$ cat src/rtl/bsg_gateway_wh_link_arbiter.sv
// Wormhole link arbiter: picks one requester per packet by round-robin and keeps
// the shared link locked to it from header to last body flit, with zero-latency pass-through.
module bsg_gateway_wh_link_arbiter #(
    parameter int num_in_p     = 2,
    parameter int flit_width_p = 32,
    parameter int cord_width_p = 7,
    parameter int len_width_p  = 4
) (
    input  logic                             clk_i,
    input  logic                             reset_i,
    input  logic [num_in_p-1:0]              valid_i,
    input  logic [num_in_p*flit_width_p-1:0] data_i,
    output logic [num_in_p-1:0]              ready_and_o,
    output logic                             valid_o,
    output logic [flit_width_p-1:0]          data_o,
    input  logic                             ready_and_i,
    output logic [num_in_p-1:0]              grant_o
);
    localparam int sel_width_lp = (num_in_p > 1) ? $clog2(num_in_p) : 1;
    localparam logic [sel_width_lp-1:0] last_idx_lp = sel_width_lp'(num_in_p - 1);

    typedef enum logic [1:0] {
        IDLE     = 2'd0,
        HDR_WAIT = 2'd1,
        BODY     = 2'd2
    } state_e;

    state_e                  r_state;
    logic [sel_width_lp-1:0] r_sel;
    logic [sel_width_lp-1:0] r_rr_ptr;
    logic [len_width_p-1:0]  r_remaining;

    logic [sel_width_lp-1:0] w_scan;
    logic [sel_width_lp-1:0] w_rr_sel;
    logic                    w_rr_any;
    logic [sel_width_lp-1:0] w_cur_sel;
    logic                    w_cur_valid;
    logic [flit_width_p-1:0] w_cur_data;
    logic [len_width_p-1:0]  w_hdr_len;
    logic                    w_hs;

    function automatic logic [sel_width_lp-1:0] next_idx(input logic [sel_width_lp-1:0] p);
        if (p == last_idx_lp) begin
            return '0;
        end else begin
            return p + sel_width_lp'(1);
        end
    endfunction

    // Round-robin search: first valid requester at or above r_rr_ptr, wrapping to 0.
    always_comb begin
        w_scan   = r_rr_ptr;
        w_rr_sel = r_rr_ptr;
        w_rr_any = 1'b0;
        for (int i = 0; i < num_in_p; i++) begin
            w_rr_sel = (!w_rr_any && valid_i[w_scan]) ? w_scan : w_rr_sel;
            w_rr_any = w_rr_any | valid_i[w_scan];
            w_scan   = next_idx(w_scan);
        end
    end

    // Current owner: fresh arbitration in IDLE, latched owner otherwise.
    always_comb begin
        w_cur_sel = (r_state == IDLE) ? w_rr_sel : r_sel;
    end

    // Flit mux from the current owner's slice.
    always_comb begin
        w_cur_data = '0;
        for (int k = 0; k < num_in_p; k++) begin
            w_cur_data = (w_cur_sel == sel_width_lp'(k))
                       ? data_i[k*flit_width_p +: flit_width_p] : w_cur_data;
        end
    end

    // Owner's valid and header length field.
    always_comb begin
        w_cur_valid = valid_i[w_cur_sel];
        w_hdr_len   = w_cur_data[cord_width_p+len_width_p-1:cord_width_p];
    end

    // Link outputs; only the owner sees the downstream ready, everything off in reset.
    always_comb begin
        valid_o     = 1'b0;
        data_o      = w_cur_data;
        ready_and_o = '0;
        grant_o     = '0;
        if (reset_i) begin
            valid_o = 1'b0;
        end else begin
            case (r_state)
                IDLE: begin
                    if (w_rr_any) begin
                        valid_o                = 1'b1;
                        ready_and_o[w_cur_sel] = ready_and_i;
                        grant_o[w_cur_sel]     = 1'b1;
                    end else begin
                        valid_o = 1'b0;
                    end
                end
                HDR_WAIT, BODY: begin
                    valid_o                = w_cur_valid;
                    ready_and_o[w_cur_sel] = ready_and_i;
                    grant_o[w_cur_sel]     = 1'b1;
                end
                default: begin
                    valid_o = 1'b0;
                end
            endcase
        end
    end

    // Link handshake strobe.
    always_comb begin
        w_hs = valid_o & ready_and_i;
    end

    // Packet FSM: ownership, round-robin pointer and body-flit countdown.
    always_ff @(posedge clk_i) begin
        if (reset_i) begin
            r_state     <= IDLE;
            r_sel       <= '0;
            r_rr_ptr    <= '0;
            r_remaining <= '0;
        end else begin
            case (r_state)
                IDLE: begin
                    if (w_rr_any) begin
                        r_sel <= w_rr_sel;
                        if (ready_and_i) begin
                            r_rr_ptr <= next_idx(w_rr_sel);
                            if (w_hdr_len != '0) begin
                                r_remaining <= w_hdr_len;
                                r_state     <= BODY;
                            end else begin
                                r_state <= IDLE;
                            end
                        end else begin
                            r_state <= HDR_WAIT;
                        end
                    end else begin
                        r_state <= IDLE;
                    end
                end
                HDR_WAIT: begin
                    // A withdrawn header releases the lock without advancing priority.
                    if (!w_cur_valid) begin
                        r_state <= IDLE;
                    end else if (ready_and_i) begin
                        r_rr_ptr <= next_idx(r_sel);
                        if (w_hdr_len != '0) begin
                            r_remaining <= w_hdr_len;
                            r_state     <= BODY;
                        end else begin
                            r_state <= IDLE;
                        end
                    end else begin
                        r_state <= HDR_WAIT;
                    end
                end
                BODY: begin
                    if (r_remaining == '0) begin
                        r_state <= IDLE;
                    end else if (w_hs) begin
                        r_remaining <= r_remaining - len_width_p'(1);
                        if (r_remaining == len_width_p'(1)) begin
                            r_state <= IDLE;
                        end else begin
                            r_state <= BODY;
                        end
                    end else begin
                        r_state <= BODY;
                    end
                end
                default: begin
                    r_state <= IDLE;
                end
            endcase
        end
    end
endmodule

$ cat config.mk
export PLATFORM = sky130hd
export DESIGN_NAME = bsg_gateway_wh_link_arbiter
export DESIGN_NICKNAME = d
export VERILOG_FILES = /design/src/rtl/bsg_gateway_wh_link_arbiter.sv
export SDC_FILE = /design/constraint.sdc
export NUM_CORES = 1
export LEC_CHECK = 0
export ABC_AREA = 0
export CORE_MARGIN = 2
export CORE_UTILIZATION = 35
export CTS_CLUSTER_SIZE = 14
export DETAILED_ROUTE_END_ITERATION = 10
export GPL_TIMING_DRIVEN = 0
export PLACE_DENSITY = 0.95
export RECOVER_POWER = 100
export SYNTH_ARGS = -nofsm -noshare
export SYNTH_HDL_FRONTEND = slang
export SYNTH_SLANG_ARGS = --single-unit
$ cat constraint.sdc
create_clock -name clk_i -period 2.8 [get_ports clk_i]
set_input_delay 0.42 -clock clk_i [delete_from_list [all_inputs] [get_ports clk_i]]
set_output_delay 0.42 -clock clk_i [all_outputs]
set_load 0.1 [all_outputs]
==> results.py <==
metrics = {
    "outcome": {
        "status": "finished, final reports clean",
    },
    "sta": {
        "fin_skew_ns": 0.004255,
        "fmax_ghz": 0.3657,
        "worst_pin_slew_ns": 0.7173,
        "final_hold_viol_count": 0,
        "max-slew-margin-rel_pct": 52.18,
        "drv_slew": 0,
        "worst_slack_ns": 0.06514,
        "post-route-min-period_ns": 2.735,
        "post-route-period-util_pct": 97.67,
        "rsz0062_at_grt": "false",
        "setup_viol": 0,
    },
    "setup_path": {
        "cp_cell_sequence": "clkdlybuf4s50_1 -> buf_6 -> nand2b_4 -> o211ai_4 -> nand2_4 -> buf_6 -> buf_6 -> mux2_4 -> buf_4",
        "r2r_slack_ns": 0.34,
        "cp.arrival_ns": 2.31,
        "crit_path_start_kind": "input pin",
        "slowest_delay_ns": 0.51,
        "r2r-start": "r_state[0]$_SDFF_PP0_",
        "critical_path.max_fanout": 10,
        "cp_common_cell": "buf_6",
        "r2r-end": "r_remaining[2]$_SDFFE_PP0P_",
        "path_class": "in -> out",
        "reg2reg_depth": 9,
        "end_kind": "output port",
        "cpMaxStageDelayCell": "clkdlybuf4s50_1",
        "cp_num_cells": 9,
        "path_delay_family": "buffers and inverters",
        "required_ns": 2.38,
        "critical_path_buf_inv_count": 5,
    },
    "floorplanning": {
        "die_w_um": 63.31,
        "core_region_area_mm2": 0.003363,
        "top_level_ports": 106,
        "die-area_mm2": 0.004008,
        "initial_utilization_pct": 36.61,
        "fp-row-count": 21,
        "die_h_um": 63.31,
    },
    "drt": {
        "dr_wl_met2_um": 2316,
        "drt.antenna.violating_nets": 0,
        "drc": 0,
        "wirelength_met1_um": 1946,
        "top_layer": "met4",
        "vias_per_cell": 5.133,
        "wire_per_inst_um": 16.46,
        "dr_total_vias": 1463,
        "wl_met3_um": 369,
        "firstDrtPassIters": 4,
        "drt-initial-drc-count": 55,
        "finalWirelength_um": 4692,
    },
    "logic_synthesis": {
        "yosys-top-cells-count": "mux2_2 (21), a21oi_1 (11), mux2_4 (10)",
        "netlist.area_leader.share_pct": 19.21,
        "synth-seq-cells": 8,
        "synth_area_leader_cell": "mux2_2",
        "syn_area_mm2": 0.001231,
        "seq_area_frac_synth_pct": 13.01,
        "synth.distinct_cells": 47,
        "syn_nets": 206,
        "syn_inst": 131,
        "async_flop_share_pct": 0,
        "yosys_warnings": 0,
        "synth_area_leaders": "mux2_2 (19%), dfxtp_1 (13%), mux2_4 (12%), ha_1 (6.1%), a21oi_1 (4.5%)",
        "avgSynthCellArea_um2": 9.398,
        "synthFlopType": "dfxtp_1",
        "synth_edf_count": 0,
        "yosysMostFrequentCell": "mux2_2",
    },
    "global_route": {
        "grt_usage_pct": 23.08,
        "grt_max_degree": 11,
        "antenna_found_initial": 0,
        "grt_pass1_wl_um": 7465,
        "grt_overflow_total": 0,
        "grt_pass1_vias": 1497,
    },
    "layout": {
        "n_antenna_cell": 0,
        "final_nets": 316,
        "instances_no_fill": 285,
        "drive_gt1_share_pct": 38.08,
        "area_growth_pct": 84.86,
    },
    "clock_network": {
        "clk_latency_ns": 0.26,
        "tritoncts": "done",
        "cts_inserted_buffers": 3,
        "ctsHoldBuffers": 0,
        "clock_sinks": 8,
        "htreeDepth": 1,
        "cts.path.max_buffers": 2,
        "post_cts_buffers": 0,
        "cts_root_buffer": "clkbuf_4",
        "clkTransAtPathRegs_ns": 0.06,
    },
    "worst_hold_path": {
        "hold_path_startpoint": "r_remaining[1]$_SDFFE_PP0P_",
        "min_path_cells": 2,
        "min_to": "r_remaining[1]$_SDFFE_PP0P_",
        "worstHoldPathType": "reg -> reg",
    },
    "power_and_ir_drop": {
        "power-per-cell-area_mw_per_mm2": 515.4,
        "vdd_drop_max_v": 0.0003216,
        "power_uw": 1173,
        "p_leak_uw": 0.0009196,
    },
    "run": {
        "cap_viol_max_count": 0,
    },
    "placement": {
        "place_congestion": 0.7938,
        "dpl.hpwl_um": 3914,
        "dp_slack_ns": -0.8832,
        "place_inst": 282,
        "io_buffers": 105,
    },
}
## logic make-up after synthesis
family | count (synthesis) | share of synthesized area, %
compound gates | 36 | 24.70
simple gates | 36 | 17.68
mux | 32 | 32.32
buf+inv | 13 | 6.199
flops | 8 | 13.01
fa+ha+maj | 6 | 6.097
## where the power goes
group	internal (uW)	total [uW]	switching, uW	leakage [uW]
clock	49.2	90.7	41.5	0.0000138
sequential	126	138	12.7	0.0000657
combinational	291	944	652	0.000840
total	466	1170	707	0.000920
## layout make-up
cell class	instances	area, um2
buffer	6	56.30
tap	46	57.56
sequential	8	160.2
multi-input combinational	110	993.5
inverter	7	26.28
timing repair buffer	105	959.7
clock buffer	3	22.52
fill	285	1087
## sequential cells by signal (all words and copies together), names as in the netlist
name and count:
r_rr_ptr 1, r_state 2, r_sel 1, r_remaining 4
## per-stage QoR
| step | hold WS (ns) | utilization [%] | TNS (ns) | instance area, um2 |
|---|---|---|---|---|
| after global routing | 0.5110 | 67.67 | 0 | 2276 |
| after detailed placement | 0.4843 | 70.16 | -27.19 | 2360 |
| after global placement | 0.4754 | 70.16 | -26.21 | 2360 |
| after CTS | 0.4940 | 68.23 | 0 | 2295 |
| after floorplan | 0.4592 | - | 0 | 1251 |
| final | 0.5001 | 67.67 | 0 | 2276 |
## worst max-delay path by stage
| stage | to | from | slack, ns |
|---|---|---|---|
| floorplan | valid_o | r_state[0]$_SDFF_PP0_ | 0.16 |
| global placement | data_o[28] | valid_i[1] | -0.86 |
| CTS | ready_and_o[1] | valid_i[0] | 0.01 |
| finish | data_o[30] | valid_i[0] | 0.07 |
| detailed placement | data_o[28] | valid_i[1] | -0.88 |
| global route | data_o[28] | valid_i[0] | 0.0008 |
## repair_timing
| item | 4_1_cts | 5_1_grt |
|---|---|---|
| gates resized for setup | 187 | 6 |
| setup endpoints to repair | 37 | 13 |
| endpoints found under the hold margin | 0 | 0 |
## placed cells by master (no fill, tap or decap), drive strengths merged, types with 2 or more instances in the layout
master and instances:
o211ai 2, clkbuf 19, buf 20, dfxtp 8
clkdlybuf4s15 7, nand3 3, nand2b 7, nand2 4
clkdlybuf4s50 66, ha 6, a2111oi 2, mux2 32
inv 7, nor2 8, nor3 5, a21boi 2
a21oi 11, a32oi 2, nand3b 2, o31ai 2
o32ai 2, o21ai 6, nor2b 2
## routing by layer
layer	GRT usage [%]	up-vias
met5	0	-
met4	5.978	0
met3	3.571	8
met2	42.29	82
met1	27.90	662
li1	-	711
## worst min-delay path, cell delays in order (launching register included)
cell and delay (ns):
dfxtp_1 0.31, nand3b_1 0.08, o31ai_1 0.06
Note: power is estimated with default switching activity, not from simulation.
